[src/rtl/vga_pkg.sv]
// Shared types and default geometry for the VGA rectangle-fill engine.
// Coordinate widths follow the framebuffer address layout {y[6:0], x[7:0]}.
package vga_pkg;

    localparam int H_RES_DEF = 160;
    localparam int V_RES_DEF = 120;

    localparam int X_W = 8;
    localparam int Y_W = 7;
    localparam int C_W = 12;
    localparam int A_W = X_W + Y_W;

    typedef enum logic [1:0] {
        IDLE,
        FILL,
        FINISH
    } state_e;

endpackage

[src/rtl/vga_rect_fill.sv]
// Rectangle fill engine: writes one pixel per cycle in row-major order into the
// framebuffer write port, yielding the port to MCU writes whenever CPU_WE is high.
module vga_rect_fill
    import vga_pkg::*;
#(
    parameter int H_RES = H_RES_DEF,
    parameter int V_RES = V_RES_DEF
) (
    input  logic           CLK_50MHz,
    input  logic           RST_N,
    input  logic           START,
    input  logic [X_W-1:0] X0,
    input  logic [X_W-1:0] X1,
    input  logic [Y_W-1:0] Y0,
    input  logic [Y_W-1:0] Y1,
    input  logic [C_W-1:0] COLOR,
    input  logic [A_W-1:0] CPU_WA,
    input  logic [C_W-1:0] CPU_WD,
    input  logic           CPU_WE,
    output logic [A_W-1:0] WA,
    output logic [C_W-1:0] WD,
    output logic           WE,
    output logic           BUSY,
    output logic           DONE
);

    localparam logic [X_W-1:0] X_LAST = X_W'(H_RES - 1);
    localparam logic [Y_W-1:0] Y_LAST = Y_W'(V_RES - 1);

    state_e         state_q;
    logic [X_W-1:0] xmin_q, xmax_q, x_q;
    logic [Y_W-1:0] ymax_q, y_q;
    logic [C_W-1:0] color_q;
    logic           last_q;
    logic [A_W-1:0] wa_q;
    logic [C_W-1:0] wd_q;
    logic           we_q, busy_q, done_q;

    // Normalised and clipped corners of the incoming request.
    logic [X_W-1:0] nx_min, nx_hi, nx_max;
    logic [Y_W-1:0] ny_min, ny_hi, ny_max;
    logic           skip;

    always_comb begin
        nx_min = (X0 < X1) ? X0 : X1;
        nx_hi  = (X0 < X1) ? X1 : X0;
        ny_min = (Y0 < Y1) ? Y0 : Y1;
        ny_hi  = (Y0 < Y1) ? Y1 : Y0;
        nx_max = (nx_hi > X_LAST) ? X_LAST : nx_hi;
        ny_max = (ny_hi > Y_LAST) ? Y_LAST : ny_hi;
        skip   = (nx_min > X_LAST) || (ny_min > Y_LAST);
    end

    // On the accepting edge the first pixel comes straight from the request, so the
    // first write lands one cycle after START; afterwards it comes from the counters.
    logic           accept, eng_go;
    logic [X_W-1:0] cx, row_x, end_x;
    logic [Y_W-1:0] cy, end_y;
    logic [C_W-1:0] fill_color;

    always_comb begin
        accept     = (state_q == IDLE) && START;
        cx         = accept ? nx_min : x_q;
        cy         = accept ? ny_min : y_q;
        row_x      = accept ? nx_min : xmin_q;
        end_x      = accept ? nx_max : xmax_q;
        end_y      = accept ? ny_max : ymax_q;
        fill_color = accept ? COLOR  : color_q;
        eng_go     = !CPU_WE && (accept ? !skip : (state_q == FILL && !last_q));
    end

    // NOTE: all state is non-blocking; a later assignment to the same register in
    // this block overrides an earlier one, which is how the pixel advance below
    // takes precedence over the plain latch of the start corner.
    always_ff @(posedge CLK_50MHz or negedge RST_N) begin
        if (!RST_N) begin
            state_q <= IDLE;
            xmin_q  <= '0;
            xmax_q  <= '0;
            ymax_q  <= '0;
            x_q     <= '0;
            y_q     <= '0;
            color_q <= '0;
            last_q  <= 1'b0;
            wa_q    <= '0;
            wd_q    <= '0;
            we_q    <= 1'b0;
            busy_q  <= 1'b0;
            done_q  <= 1'b0;
        end else begin
            we_q   <= 1'b0;
            done_q <= 1'b0;

            case (state_q)
                IDLE: begin
                    if (START) begin
                        xmin_q  <= nx_min;
                        xmax_q  <= nx_max;
                        ymax_q  <= ny_max;
                        color_q <= COLOR;
                        x_q     <= nx_min;
                        y_q     <= ny_min;
                        last_q  <= skip;
                        busy_q  <= 1'b1;
                        state_q <= FILL;
                    end
                end
                FILL: begin
                    if (last_q) begin
                        done_q  <= 1'b1;
                        state_q <= FINISH;
                    end
                end
                FINISH: begin
                    busy_q  <= 1'b0;
                    state_q <= IDLE;
                end
                default: state_q <= IDLE;
            endcase

            // MCU writes win the port; the pixel counters simply hold that cycle.
            if (CPU_WE) begin
                wa_q <= CPU_WA;
                wd_q <= CPU_WD;
                we_q <= 1'b1;
            end else if (eng_go) begin
                wa_q <= {cy, cx};
                wd_q <= fill_color;
                we_q <= 1'b1;
                if (cx == end_x) begin
                    if (cy == end_y) begin
                        last_q <= 1'b1;
                    end else begin
                        x_q <= row_x;
                        y_q <= cy + 7'd1;
                    end
                end else begin
                    x_q <= cx + 8'd1;
                end
            end
        end
    end

    assign WA   = wa_q;
    assign WD   = wd_q;
    assign WE   = we_q;
    assign BUSY = busy_q;
    assign DONE = done_q;

endmodule

[config.mk]
export PLATFORM = sky130hd
export DESIGN_NAME = vga_rect_fill
export DESIGN_NICKNAME = d
export VERILOG_FILES = /design/src/rtl/vga_pkg.sv /design/src/rtl/vga_rect_fill.sv
export SDC_FILE = /design/constraint.sdc
export NUM_CORES = 1
export LEC_CHECK = 0
export CAP_MARGIN = 20
export CORE_ASPECT_RATIO = 0.5
export CORE_MARGIN = 2
export CORE_UTILIZATION = 51
export DETAILED_ROUTE_END_ITERATION = 16
export PLACE_DENSITY = 0.9
export SYNTH_ARGS = -nofsm -noshare
export SYNTH_HDL_FRONTEND = slang
export SYNTH_SLANG_ARGS = --single-unit
[constraint.sdc]
create_clock -name CLK_50MHz -period 3.4 [get_ports CLK_50MHz]
set_input_delay 0.68 -clock CLK_50MHz [delete_from_list [all_inputs] [get_ports CLK_50MHz]]
set_output_delay 0.68 -clock CLK_50MHz [all_outputs]
set_load 0.02 [all_outputs]
==> results of run 1 <==
-- cells by family after synthesis --
kind of cell,share of synthesized area (%)
AOI/OAI and AO/OA,16.4
xor gates and xnor gates,4.79
adders and majority gates,3.95
buffers and inverters,4.26
DFF,43.7
muxes,8.03
and+or+nand+nor,18.9
-- synth_stat cells, drive strengths merged (9+ instances only) --
library cell / instances
nand2: 94
dfrtp: 83
nor2: 57
o21ai: 49
a21oi: 39
mux2i: 37
inv: 21
xnor2: 17
ha: 15
buf: 14
clkbuf: 13
nand3: 11
nor3: 11
xor2: 9
-- flip-flops by register name, summed over array words and instances, names as in the netlist --
register and count:
DONE 1, ymax_q 7, x_q 8, y_q 7, xmin_q 8, xmax_q 8, state_q 2, WE 1
WD 12, WA 15, BUSY 1, color_q 12, last_q 1
-- metal layers --
layer  routed length, um  part of all wire (%)
met2                8710                    49
met1                6580                    37
met3                1640                   9.2
met5                   0                     0
met4                 938                   5.3
-- timing repair --
item,CTS,global route
setup endpoints to repair,40,18
resized for setup,99,76
hold buffers,0,0
gates cloned,1,0
setup buffers,14,10
pin swaps,33,24
-- worst register-to-register path, cell delays in order, from the launching register on --
cell	delay, ps
dfrtp_1	400
inv_1	90
nand3b_1	190
buf_4	440
a31oi_1	90
a22o_1	230
or2_4	250
a2111oi_4	310
and4_4	330
nor3b_4	370
nand2_1	140
xnor2_1	150
-- final cells by class --
cell class,instances,share of cell area [%]
Multi-Input combinational cell,400,38.9
Clock buffer,11,3.31
Inverter,21,1.29
Timing Repair Buffer,216,25.9
Clock inverter,5,1.41
Tap cell,117,1.92
Sequential cell,83,27.2
-- stage by stage --
step	hold slack, ps	util [%]	area (sq um)	std cells	TNS [ps]
final	181	85.9	7630	853	-2300
after global placement	454	73.9	6570	812	-22590
after floorplan	384	-	4870	531	-242
after global routing	190	85.9	7630	853	-4090
after detailed placement	459	73.9	6570	812	-26630
after CTS	476	81.2	7220	843	-651
-- power groups by stage --
stage               clock, uW  combinational (uW)  sequential, uW
floorplan                   0                1560            1760
global placement            0                2740            1610
detailed placement          0                2810            1640
CTS                      1190                3030            1630
global route             1230                3560            1690
finish                   1180                3370            1660
-- cells in the final DEF, fill, tap and decap left out, drive strengths merged, types with 8 or more instances in the layout --
cell           netlist  layout
a21oi               39      39
buf                 14     128
clkbuf              13      13
clkdlybuf4s50        0      76
dfrtp               83      83
dlymetal6s2s         0       8
ha                  15      15
inv                 21      22
mux2i               37      37
nand2               94      94
nand3               11      11
nor2                57      57
nor3                11      11
o21ai               49      49
xnor2               17      17
xor2                 9       9
-- worst paths after layout --
kind | from | slack [ps] | endpoint | depth (start not counted)
hold reg to reg | color_q[0]$_DFFE_PN0P_ | 480 | color_q[0]$_DFFE_PN0P_ | 2
setup reg to reg | state_q[0]$_DFFE_PN0P_ | 280 | y_q[2]$_DFF_PN0_ | 11
setup / recovery | X1[7] | -240 | y_q[2]$_DFF_PN0_ | 17
min in group CLK_50MHz | color_q[0]$_DFFE_PN0P_ | 480 | color_q[0]$_DFFE_PN0P_ | 2
hold / removal | RST_N | 180 | WD[9]$_DFFE_PN0P_ | 1
max in group asynchronous | RST_N | 2610 | WD[1]$_DFFE_PN0P_ | 2
==> summary.txt, run 1 <==
Clock network
  • Clock buffer depth: 2
  • Worst skew pair latency: 350 ps
  • CTS root buf: clkbuf_16
  • Cts bufs inserted: 9
  • Worst-path clk slew: 70 ps
  • CTS tree: yes
  • H-tree levels: 3
  • Sink Count: 83

STA
  • Final WS setup: -236 ps
  • Post-route minimum period: 3640 ps
  • Worst Skew: 7.83 ps
  • Final hold vios: 0
  • Worst-Margin Slew: 885 ps
  • Setup-failing EPs final: 17
  • F_max: 275 MHz
  • Final Cycle Share: 107%
  • Max-slew headroom: 41.0%
  • Unrepaired setup endpoints after global routing: true
  • Max-slew violations: 0

Power and ir drop
  • Clock network fraction of design power: 19.1%
  • Int Pwr: 3660 uW
  • Total power: 6210 uW
  • Leakage: 0.00350 uW
  • NetSw: 2550 uW
  • Reg power frac: 26.8%
  • Peak VDD IR: 405 uV
  • Switching Share: 41.0%
  • Combinational share of power: 54.2%
  • PD cells: 814 mW/mm^2

Finish
  • Final net count: 819
  • Layout cells sized above 1: 32.1%
  • FILL cells: 439
  • # diodes: 0
  • Synth-to-Final Area Change: 60.6%
  • Multi-input logic area: 0.00297 sq mm
  • Reg area: 0.00208 sq mm

Global route
  • First-pass GRT wire length: 23900 um
  • Met2 Usage GRT: 53.5%
  • Grt ovf: 0
  • GRT met3 Usage: 6.93%
  • Global-route usage over all layers: 30.3%
  • Vias in the first global route: 4873
  • M1 GR Usage: 36.2%
  • Initial antenna violation count: 0
  • GR peak layer: met2
  • Largest net degree at the start of global routing: 84

Worst setup path
  • Worst Setup End Kind: register
  • Worst EP required: 3630 ps
  • CP top delay family: simple AND/OR/NAND/NOR gates
  • CP Buf/Inv Count: 5
  • Crit path top cell by count: buf_6
  • Crit start category: input pin
  • Crit-path slowest cell: nor3b_4
  • Worst-path cell chain: buf_8 -> inv_4 -> ha_4 -> buf_6 -> nand3_1 -> nand3_2 -> a21oi_4 -> buf_6 -> buf_6 -> or3_4 -> a22o_1 -> or2_4 -> a2111oi_4 -> and4_4 -> nor3b_4 -> nand2_1 -> xnor2_1
  • Critical path fanouts, max: 6
  • Crit path DAT: 3870 ps
  • Critical Setup Path Class: in -> reg
  • Peak per-stage delay on the critical path: 370 ps

Yosys
  • Post-Syn Instances: 531
  • Synth Net Count: 619
  • Syn Area/Cell: 8.95 sq um
  • Asr flop ratio synth: 100%
  • Post-synth top area share: 43.7%
  • Ranking of synthesized cells by area: dfrtp_1 (44%), mux2i_1 (7.8%), nand2_1 (7.4%), o21ai_0 (5.2%), nor2_1 (4.5%)
  • Number of flops mapped to enable cells by yosys: 0
  • Yosys top cell by area: dfrtp_1
  • Post-Syn Area: 0.00475 sq mm
  • Dominant synthesized flop cell: dfrtp_1
  • Synthesized flop and latch total: 83
  • Ys Warns: 0
  • Sequential share of the synthesized area: 43.7%
  • Synth unique cells: 54

Drt
  • Routed vias: 5146
  • Detail-routed via count per cell: 6.03
  • Post-Route WL: 17900 um
  • Post-DR wirelength/cell: 20.9 um
  • Initial DRC count: 403
  • Final routed DRC violation total: 0
  • TritonRoute pass-1 iters: 5
  • Post-route ant nets: 0

Placed design
  • Gpl congestion: 0.882
  • IO Port Bufs: 102
  • Post-DP HPWL: 9710 um
  • Dpl ws: -969 ps

Outcome
  • Violated checks: setup timing
  • Outcome: finished, violations left

Min path
  • Hold WC Path Type: in -> async

Floorplan
  • DIE AREA: 0.0102 sq mm
  • Die span in y: 72.3 um
  • IO Pins: 103
  • Die W: 141 um
  • Num rows: 24
  • Core area: 0.00889 sq mm
  • Effective utilization at floorplan: 53.5%

Run
  • Max-Cap Viols: 0
No activity file was read; power rests on OpenSTA's default activity.
==> run 2, diff against run 1 <==
Settings changed: CTS_CLUSTER_SIZE from default to 12.
==> results of run 2 <==
Final layout, timing and power as in run 1 (identical DEF).
